==> src/rtl/lc3_mem_ctrl_if.sv <==
// lc3_mem_ctrl_if: datapath, memory, keyboard and display signals of lc3_mem_ctrl; master drives requests/responses, slave is the controller
interface lc3_mem_ctrl_if;
  logic [15:0] bus_in;
  logic        ld_mar;
  logic        ld_mdr;
  logic        mio_en;
  logic        r_w;
  logic [15:0] mdr;
  logic        ready;
  logic        err;
  logic        mem_req;
  logic        mem_we;
  logic [15:0] mem_addr;
  logic [15:0] mem_wdata;
  logic [15:0] mem_rdata;
  logic        mem_ack;
  logic        kb_valid;
  logic [7:0]  kb_data;
  logic        ddr_valid;
  logic [7:0]  ddr_data;
  logic        ddr_ack;
  modport master (
    output bus_in, ld_mar, ld_mdr, mio_en, r_w, mem_rdata, mem_ack, kb_valid, kb_data, ddr_ack,
    input  mdr, ready, err, mem_req, mem_we, mem_addr, mem_wdata, ddr_valid, ddr_data
  );
  modport slave (
    input  bus_in, ld_mar, ld_mdr, mio_en, r_w, mem_rdata, mem_ack, kb_valid, kb_data, ddr_ack,
    output mdr, ready, err, mem_req, mem_we, mem_addr, mem_wdata, ddr_valid, ddr_data
  );
endinterface

==> src/rtl/lc3_mem_ctrl.sv <==
// lc3_mem_ctrl: LC-3 MAR/MDR access controller decoding MAR to memory (req/ack) or KBSR/KBDR/DSR/DDR; ports clk, rst, bus (lc3_mem_ctrl_if.slave)
module lc3_mem_ctrl #(
  parameter int WAIT_MAX = 255
) (
  input logic           clk,
  input logic           rst,
  lc3_mem_ctrl_if.slave bus
);
  localparam int CW = $clog2(WAIT_MAX + 1);
  typedef enum logic [1:0] {IDLE, MEM, IOW, DONE} state_t;
  state_t        state_q, state_d;
  logic [15:0]   mar_q, mar_d, mdr_q, mdr_d, mem_addr_q, mem_addr_d, mem_wdata_q, mem_wdata_d;
  logic [CW-1:0] cnt_q, cnt_d;
  logic          rw_q, rw_d, ready_q, ready_d, err_q, err_d, mem_req_q, mem_req_d, mem_we_q, mem_we_d;
  logic          ddr_valid_q, ddr_valid_d, kb_full_q, kb_full_d;
  logic [7:0]    ddr_data_q, ddr_data_d, kbdr_q, kbdr_d;
  logic          is_io, ddr_busy, ddr_wr, kbdr_rd, kb_load, timeout;
  logic [1:0]    sel;
  always_comb begin
    state_d     = state_q;
    mar_d       = mar_q;
    mdr_d       = mdr_q;
    rw_d        = rw_q;
    cnt_d       = cnt_q;
    ready_d     = 1'b0;
    err_d       = 1'b0;
    mem_req_d   = mem_req_q;
    mem_we_d    = mem_we_q;
    mem_addr_d  = mem_addr_q;
    mem_wdata_d = mem_wdata_q;
    ddr_wr      = 1'b0;
    kbdr_rd     = 1'b0;
    sel         = mar_q[2:1];
    is_io       = mar_q[15:3] == 13'h1FC0 && !mar_q[0];
    // an acknowledge on this edge frees the display, so a write here still lands
    ddr_busy    = ddr_valid_q & ~bus.ddr_ack;
    timeout     = cnt_q == CW'(WAIT_MAX - 1);
    case (state_q)
      IDLE: begin
        mar_d = bus.ld_mar ? bus.bus_in : mar_q;
        mdr_d = bus.ld_mdr && !bus.mio_en ? bus.bus_in : mdr_q;
        if (bus.mio_en) begin
          rw_d  = bus.r_w;
          cnt_d = '0;
          if (!is_io) begin
            state_d     = MEM;
            mem_req_d   = 1'b1;
            mem_we_d    = bus.r_w;
            mem_addr_d  = mar_q;
            mem_wdata_d = mdr_q;
          end else if (bus.r_w && sel == 2'd3 && ddr_busy) begin
            state_d = IOW;
          end else begin
            state_d = DONE;
            ready_d = 1'b1;
            ddr_wr  = bus.r_w && sel == 2'd3;
            kbdr_rd = !bus.r_w && sel == 2'd1;
            if (!bus.r_w)
              mdr_d = sel == 2'd0 ? {kb_full_q, 15'b0} :
                      sel == 2'd1 ? {8'h00, kbdr_q} :
                      sel == 2'd2 ? {~ddr_valid_q, 15'b0} : 16'h0000;
          end
        end
      end
      MEM: begin
        cnt_d = cnt_q + 1'b1;
        if (bus.mem_ack || timeout) begin
          state_d   = DONE;
          ready_d   = 1'b1;
          err_d     = !bus.mem_ack;
          mem_req_d = 1'b0;
          mem_we_d  = 1'b0;
          mdr_d     = rw_q ? mdr_q : bus.mem_ack ? bus.mem_rdata : 16'h0000;
        end
      end
      IOW: begin
        cnt_d = cnt_q + 1'b1;
        if (!ddr_busy || timeout) begin
          state_d = DONE;
          ready_d = 1'b1;
          err_d   = ddr_busy;
          ddr_wr  = !ddr_busy;
        end
      end
      DONE: state_d = IDLE;
    endcase
    ddr_valid_d = ddr_wr | (ddr_valid_q & ~bus.ddr_ack);
    ddr_data_d  = ddr_wr ? mdr_q[7:0] : ddr_data_q;
    // a KBDR read frees the buffer on the same edge, so a simultaneous strobe is accepted
    kb_load     = bus.kb_valid & (~kb_full_q | kbdr_rd);
    kbdr_d      = kb_load ? bus.kb_data : kbdr_q;
    kb_full_d   = kb_load | (kb_full_q & ~kbdr_rd);
  end
  always_ff @(posedge clk) begin
    if (rst) begin
      state_q     <= IDLE;
      mar_q       <= '0;
      mdr_q       <= '0;
      rw_q        <= 1'b0;
      cnt_q       <= '0;
      ready_q     <= 1'b0;
      err_q       <= 1'b0;
      mem_req_q   <= 1'b0;
      mem_we_q    <= 1'b0;
      mem_addr_q  <= '0;
      mem_wdata_q <= '0;
      ddr_valid_q <= 1'b0;
      ddr_data_q  <= '0;
      kb_full_q   <= 1'b0;
      kbdr_q      <= '0;
    end else begin
      state_q     <= state_d;
      mar_q       <= mar_d;
      mdr_q       <= mdr_d;
      rw_q        <= rw_d;
      cnt_q       <= cnt_d;
      ready_q     <= ready_d;
      err_q       <= err_d;
      mem_req_q   <= mem_req_d;
      mem_we_q    <= mem_we_d;
      mem_addr_q  <= mem_addr_d;
      mem_wdata_q <= mem_wdata_d;
      ddr_valid_q <= ddr_valid_d;
      ddr_data_q  <= ddr_data_d;
      kb_full_q   <= kb_full_d;
      kbdr_q      <= kbdr_d;
    end
  end
  assign bus.mdr       = mdr_q;
  assign bus.ready     = ready_q;
  assign bus.err       = err_q;
  assign bus.mem_req   = mem_req_q;
  assign bus.mem_we    = mem_we_q;
  assign bus.mem_addr  = mem_addr_q;
  assign bus.mem_wdata = mem_wdata_q;
  assign bus.ddr_valid = ddr_valid_q;
  assign bus.ddr_data  = ddr_data_q;
endmodule

==> src/flat_wrapper.sv <==
// flat-port wrapper written by rule: the top's interface ports become plain ports
module lc3_mem_ctrl_flat 
#(
  parameter int WAIT_MAX = 255
)
  (clk, rst, bus_bus_in, bus_ld_mar, bus_ld_mdr, bus_mio_en, bus_r_w, bus_mem_rdata, bus_mem_ack, bus_kb_valid, bus_kb_data, bus_ddr_ack, bus_mdr, bus_ready, bus_err, bus_mem_req, bus_mem_we, bus_mem_addr, bus_mem_wdata, bus_ddr_valid, bus_ddr_data);
  lc3_mem_ctrl_if bus_i ();
  input logic clk;
  input logic rst;
  input wire logic [$bits(bus_i.bus_in)-1:0] bus_bus_in;
  input wire logic [$bits(bus_i.ld_mar)-1:0] bus_ld_mar;
  input wire logic [$bits(bus_i.ld_mdr)-1:0] bus_ld_mdr;
  input wire logic [$bits(bus_i.mio_en)-1:0] bus_mio_en;
  input wire logic [$bits(bus_i.r_w)-1:0] bus_r_w;
  input wire logic [$bits(bus_i.mem_rdata)-1:0] bus_mem_rdata;
  input wire logic [$bits(bus_i.mem_ack)-1:0] bus_mem_ack;
  input wire logic [$bits(bus_i.kb_valid)-1:0] bus_kb_valid;
  input wire logic [$bits(bus_i.kb_data)-1:0] bus_kb_data;
  input wire logic [$bits(bus_i.ddr_ack)-1:0] bus_ddr_ack;
  output wire logic [$bits(bus_i.mdr)-1:0] bus_mdr;
  output wire logic [$bits(bus_i.ready)-1:0] bus_ready;
  output wire logic [$bits(bus_i.err)-1:0] bus_err;
  output wire logic [$bits(bus_i.mem_req)-1:0] bus_mem_req;
  output wire logic [$bits(bus_i.mem_we)-1:0] bus_mem_we;
  output wire logic [$bits(bus_i.mem_addr)-1:0] bus_mem_addr;
  output wire logic [$bits(bus_i.mem_wdata)-1:0] bus_mem_wdata;
  output wire logic [$bits(bus_i.ddr_valid)-1:0] bus_ddr_valid;
  output wire logic [$bits(bus_i.ddr_data)-1:0] bus_ddr_data;
  assign bus_i.bus_in = bus_bus_in;
  assign bus_i.ld_mar = bus_ld_mar;
  assign bus_i.ld_mdr = bus_ld_mdr;
  assign bus_i.mio_en = bus_mio_en;
  assign bus_i.r_w = bus_r_w;
  assign bus_i.mem_rdata = bus_mem_rdata;
  assign bus_i.mem_ack = bus_mem_ack;
  assign bus_i.kb_valid = bus_kb_valid;
  assign bus_i.kb_data = bus_kb_data;
  assign bus_i.ddr_ack = bus_ddr_ack;
  assign bus_mdr = bus_i.mdr;
  assign bus_ready = bus_i.ready;
  assign bus_err = bus_i.err;
  assign bus_mem_req = bus_i.mem_req;
  assign bus_mem_we = bus_i.mem_we;
  assign bus_mem_addr = bus_i.mem_addr;
  assign bus_mem_wdata = bus_i.mem_wdata;
  assign bus_ddr_valid = bus_i.ddr_valid;
  assign bus_ddr_data = bus_i.ddr_data;
  lc3_mem_ctrl #(.WAIT_MAX(WAIT_MAX)) u_core (.clk(clk), .rst(rst), .bus(bus_i));
endmodule
==> config.mk <==
export PLATFORM = sky130hd
export DESIGN_NAME = lc3_mem_ctrl_flat
export DESIGN_NICKNAME = d
export VERILOG_FILES = /design/src/rtl/lc3_mem_ctrl_if.sv /design/src/rtl/lc3_mem_ctrl.sv /design/src/flat_wrapper.sv
export SDC_FILE = /design/constraint.sdc
export NUM_CORES = 1
export LEC_CHECK = 0
export ABC_AREA = 1
export CORE_ASPECT_RATIO = 0.75
export CORE_MARGIN = 10
export CORE_UTILIZATION = 40
export DETAILED_ROUTE_END_ITERATION = 10
export GPL_ROUTABILITY_DRIVEN = 0
export PLACE_DENSITY_LB_ADDON = 0.08
export SLEW_MARGIN = 20
export SYNTH_ARGS = -nofsm -noshare
export SYNTH_HDL_FRONTEND = slang
export SYNTH_SLANG_ARGS = --single-unit
==> constraint.sdc <==
create_clock -name clk -period 3.1 [get_ports clk]
set_input_delay 0.93 -clock clk [delete_from_list [all_inputs] [get_ports clk]]
set_output_delay 0.93 -clock clk [all_outputs]
set_load 0.01 [all_outputs]
==> results of run 1 <==
[cells in the mapped netlist]
cell type  instances
nand4_1           12
a211oi_1           1
ha_1               6
xor2_1             1
nand3_1           80
nand3_4            1
a31oi_1            1
nor2_4             1
nand2_2            2
dfxtp_1           97
o21ai_1            2
buf_2             13
xnor2_1            1
a21oi_1          101
buf_6              3
o21ai_4            1
nand2_1          155
inv_2              1
clkbuf_1          16
or2_2              1
o21ai_0           23
nor4_1             1
o31ai_1            1
nor3b_1            3
inv_1             54
nor3_1             3
nor2_2             2
nor2_1            79
buf_4              5
o21ai_2            1
nand3_2            1
nand2_4            1
o22ai_1            1
buf_1              6
or2_1              1
[registers in the layout (all words and copies together), names as in the netlist]
| name | flops |
|---|---|
| u_core.bus.ddr_valid | 1 |
| u_core.kbdr_q | 8 |
| u_core.bus.mem_we | 1 |
| u_core.kb_full_q | 1 |
| u_core.state_q | 2 |
| u_core.bus.mdr | 16 |
| u_core.mar_q | 16 |
| u_core.bus.err | 1 |
| u_core.cnt_q | 8 |
| u_core.rw_q | 1 |
| u_core.bus.ready | 1 |
| u_core.bus.mem_req | 1 |
| u_core.bus.mem_addr | 16 |
| u_core.bus.ddr_data | 8 |
| u_core.bus.mem_wdata | 16 |
[critical path, stage by stage]
cell and delay (ns):
clkdlybuf4s50_1 0.73, nand2_1 0.10, inv_1 0.11, buf_4 0.18, nand4_1 0.14, nand2_2 0.31, nand3_1 0.13, nand2_1 0.09
nor2_1 0.04
[metal layers]
| metal | GRT usage, % | share of wire, % |
|---|---|---|
| met4 | 4.84 | 1.8 |
| met5 | 0 | 0 |
| met3 | 4.89 | 7.5 |
| met1 | 23.6 | 47 |
| met2 | 26.8 | 44 |
[where the power goes]
group | internal (mW) | leakage, nW | total, mW | switching (mW)
Clock | 0.707 | 0.148 | 1.19 | 0.487
Combinational | 0.866 | 1.56 | 2.09 | 1.22
Sequential | 1.53 | 0.795 | 1.79 | 0.252
Total | 3.11 | 2.51 | 5.07 | 1.96
[layout make-up]
class	instances	area [µm²]	share of cell area, %
clock inverters	6	92.6	1.52
multi-input cells	483	2260	37.1
flip-flops and latches	97	1940	31.9
inverters	55	206	3.39
clock buffers	9	225	3.70
well taps	140	175	2.88
repair buffers	120	1190	19.5
[cells in the final DEF (no fill, tap or decap), types with 10 or more instances in the layout]
master	n
a21oi_1	101
nor2_1	79
nand3_1	80
clkdlybuf4s50_1	109
o21ai_0	23
inv_1	54
nand4_1	12
dfxtp_1	97
nand2_1	155
buf_4	10
[worst max path at each step]
stage,startpoint,end,slack [ns],cells past startpoint
floorplan,bus_r_w,u_core.kbdr_q[1],1.11,8
global placement,bus_mio_en,u_core.bus.ddr_data[5],0.26,9
detailed placement,bus_mio_en,u_core.bus.ddr_data[4],0.19,9
CTS,bus_mio_en,u_core.bus.ddr_data[4],0.56,9
global route,bus_mio_en,u_core.bus.mdr[2],0.35,10
finish,bus_mio_en,u_core.bus.ddr_data[4],0.56,9
[cell families after synthesis]
kind of cell / count (synthesis) / synth area share (%)
adder cells (fa/ha/maj): 6 / 1.62
AND/OR/NAND/NOR: 343 / 32.1
XOR/XNOR: 2 / 0.379
AO/OA/AOI/OAI: 132 / 14.8
flip-flops: 97 / 42.0
buffers and inverters: 98 / 9.19
[metrics by stage]
step	setup slack (ns)	utilization [%]	instance area [µm²]
global route	0.348	54.8	6090
CTS	0.564	54.8	6090
global placement	0.264	52.0	5770
floorplan	1.11	-	4630
finish	0.560	54.8	6090
detailed placement	0.193	52.0	5770
==> out/summary.txt, run 1 <==
Antenna Cells: 0
# fillers: 1057
crit path kind: in -> reg
fin cells: 910
Tcrit/Tclk final: 81.9%
Slew Limit Fails: 0
H-tree depth: 3
yosys warns: 0
area share of the largest cell type after synthesis: 42.0%
mapped cell area: 4630 µm²
Synth Area per Inst: 6.83 µm²
TritonCTS Buffers: 9
WP data arrival: 2.78 ns
#FFs+latches synth: 97
crit end category: flip-flop
cell taking the most area after synthesis: dfxtp_1
Synth Instances: 678
Overall Power: 5.07 mW
Data required, critical path: 3.34 ns
area grow syn2layout: 31.5%
r2r startpoint: u_core.mar_q[13]
clock root buffer: clkbuf_16
Min-Delay Path Class: reg -> reg
layout cells sized above 1: 4.94%
CTS tree: yes
Hold Crit Start: u_core.bus.mem_wdata[3]
FF-to-FF End: u_core.kbdr_q[5]
vias in the first global route: 4498
Final Hold Fails: 0
Slew @ Worst Pin: 0.587 ns
worst skew pair latency: 0.34 ns
flop2flop setup slack: 0.85 ns
Clk pin slew, worst setup/hold paths: 0.07 ns
syn_nets: 733
unrepaired setup endpoints after global routing: no
Global Route Usage Sum: 17.5%
Pre-antenna DRT Iters: 6
final hold slack: 0.464 ns
die area: 16300 µm²
Avg Vias per Cell: 5.13
Initial Utilization: 41.7%
# IOs: 110
Crit Path Max Fanout: 17
CTS Buffer Depth: 2
sequential area share after synthesis: 42.0%
Highest Clock Rate: 394 MHz
Lkg Pwr: 2.51 nW
cell total after placement: 895
Worst VDD drop: 335 µV
port buffer count: 109
Layout Nets: 821
# resized after CTS: 0
largest net degree at the start of global routing: 36
antenna violations before repair: 0
wire length per cell: 15.7 µm
Synth area leaders: dfxtp_1, nand2_1, a21oi_1, nand3_1, nor2_1
overall routed net length: 14.3 mm
setup total negative slack: 0 ns
Hold Path End: u_core.bus.mem_wdata[3]
chip width: 144 µm
Antenna Nets Post-Route: 0
Slew HR: 60.7%
die height: 113 µm
hold path depth: 2
FF-to-FF path depth: 9
Max Cap Viol: 0
CP Launch Type: input port
Setup Viol. Count Final: 0
post-synthesis cell type count: 35
HPWL after detailed placement: 10.9 mm
outcome: complete, no violations
CTS Sinks: 97
Pwr Density: 832 nW/µm²
Clock Skew: 0.00659 ns
DRT iter0 DRCs: 466
drc violations: 0
core box area: 11100 µm²
global-route wire length before repair: 23.4 mm
remaining global-route overflow: 0
min Tclk post-route: 2.54 ns
hold buffers post-CTS: 0
Site Rows: 33
Post-CTS Setup Inserts: 0
via count: 4664
Power figures use the tool's default switching activity.
==> run 2, diff against run 1 <==
==> constraint.sdc (replaced) <==
create_clock -name clk -period 2.4 [get_ports clk]
set_input_delay 0.72 -clock clk [delete_from_list [all_inputs] [get_ports clk]]
set_output_delay 0.72 -clock clk [all_outputs]
set_load 0.01 [all_outputs]
==> run 2 against run 1 <==
Net effect: routed wire length rose by 2.9%; cell count grew 1.6%; total power rose by 31%; hold slack got worse by 0.0015 ns; non-clock buffer count is 14 higher; global-route usage grew 0.39 points; die area stayed put; cell area up 2.2%.
==> out/summary.txt, run 2 (same netlist as run 1, synthesis figures left out) <==
Highest Clock Rate: 467 MHz
outcome: complete, no violations
remaining global-route overflow: 0
Global Route Usage Sum: 17.9%
final worst slack: 0.260 ns
Pre-antenna DRT Iters: 5
Hold Path End: u_core.bus.mem_addr[6]
global-route wire length before repair: 23.8 mm
FF-to-FF End: u_core.bus.mem_wdata[13]
DRT iter0 DRCs: 425
multi-input logic area: 2260 µm²
family with the most delay on the worst path: buffers and inverters
chip width: 144 µm
Tcrit/Tclk final: 89.2%
Setup Viol. Count Final: 0
Clk pin slew, worst setup/hold paths: 0.07 ns
core box area: 11100 µm²
Antenna Nets Post-Route: 0
die height: 113 µm
Slew Limit Fails: 0
crit end category: output port
TritonCTS Buffers: 9
Initial Utilization: 41.7%
crit path kind: reg -> out
wire length per cell: 15.9 µm
Min-Delay Path Class: reg -> reg
Slew HR: 64.5%
flop2flop setup slack: 0.39 ns
Post-CTS Setup Inserts: 0
delay of the slowest critical-path stage: 0.60 ns
setup total negative slack: 0 ns
Clock Skew: 0.00744 ns
# fillers: 1082
WP data arrival: 1.42 ns
Pwr Density: 1070 nW/µm²
hold path depth: 2
Antenna Cells: 0
Lkg Pwr: 2.59 nW
CP Launch Type: flip-flop
port buffer count: 109
Hold Crit Start: u_core.bus.mem_addr[6]
HPWL after detailed placement: 11.2 mm
number of buffers and inverters on the critical path: 1
CTS Sinks: 97
r2r startpoint: u_core.mar_q[5]
Overall Power: 6.63 mW
Final Util: 56.0%
final hold slack: 0.462 ns
hold buffers post-CTS: 0
Max Cap Viol: 0
CTS tree: yes
storage element area: 1940 µm²
commonest non-fill, non-tap cell in the layout: nand2_1
area grow syn2layout: 34.5%
Site Rows: 33
FF-to-FF path depth: 7
Slew @ Worst Pin: 0.530 ns
CTS Buffer Depth: 2
die area: 16300 µm²
Data required, critical path: 1.68 ns
Final Hold Fails: 0
# IOs: 110
drc violations: 0
Avg Vias per Cell: 5.13
largest net degree at the start of global routing: 36
H-tree depth: 3
antenna violations before repair: 0
vias in the first global route: 4570
crit-path cells: clkdlybuf4s50_1
# resized after CTS: 0
Worst VDD drop: 432 µV
clock root buffer: clkbuf_16
unrepaired setup endpoints after global routing: no
Crit Path Max Fanout: 4
min Tclk post-route: 2.14 ns
Layout Nets: 835
overall routed net length: 14.7 mm
via count: 4747
worst skew pair latency: 0.35 ns
pre-CTS setup slack: 0.129 ns
most frequent cells in the layout: nand2_1, clkdlybuf4s50_1, a21oi_1
critical path's slowest cell: clkdlybuf4s50_1
layout cells sized above 1: 6.75%
[run 2: changes by cell type in the layout (fill, tap and decap cells not counted)]
| cell | before | now |
|---|---|---|
| clkinvlp_4 | 2 | 1 |
| buf_4 | 10 | 21 |
| bufinv_16 | 2 | 1 |
| clkbuf_8 | 0 | 1 |
| buf_12 | 1 | 4 |
| inv_6 | 1 | 3 |
[run 2: where the power goes]
group	switching, mW	leakage, nW	internal (mW)
Sequential	0.313	0.795	1.98
Clock	0.667	0.150	0.850
Combinational	1.62	1.65	1.20
Total	2.60	2.59	4.03
[run 2: worst max-delay path by stage]
stage	start	endpoint	slack [ns]	depth (start not counted)
6_report	u_core.bus.mdr[0]	bus_mdr[0]	0.26	1
5_1_grt	u_core.mar_q[5]	u_core.bus.mem_addr[7]	0.17	7
4_1_cts	u_core.bus.mdr[1]	bus_mdr[1]	0.25	1
3_5_place_dp	bus_mio_en	u_core.bus.mdr[1]	0.13	9
3_3_place_gp	bus_mio_en	u_core.bus.mdr[6]	0.16	9
2_1_floorplan	bus_r_w	u_core.kbdr_q[1]	0.62	8
[run 2: final cells by class]
class                   instances  area share (%)
repair buffers                134            21.3
multi-input cells             483            36.3
clock inverters                 6            1.17
well taps                     140            2.81
inverters                      55            3.32
clock buffers                  10            3.84
flip-flops and latches         97            31.2
[run 2: metrics by stage]
stage | cell area (µm²) | cells
after global placement | 5910 | 909
after global routing | 6220 | 925
after CTS | 6220 | 925
after floorplan | 4630 | 678
after detailed placement | 5910 | 909
final | 6220 | 925
[run 2: layer usage]
| metal | part of all wire (%) | vias up | global-route usage, % |
|---|---|---|---|
| li1 | - | 2415 | - |
| met1 | 48 | 2173 | 24.6 |
| met2 | 43 | 143 | 27.1 |
| met3 | 6.8 | 16 | 4.81 |
| met4 | 1.3 | 0 | 4.30 |
| met5 | 0 | - | 0 |
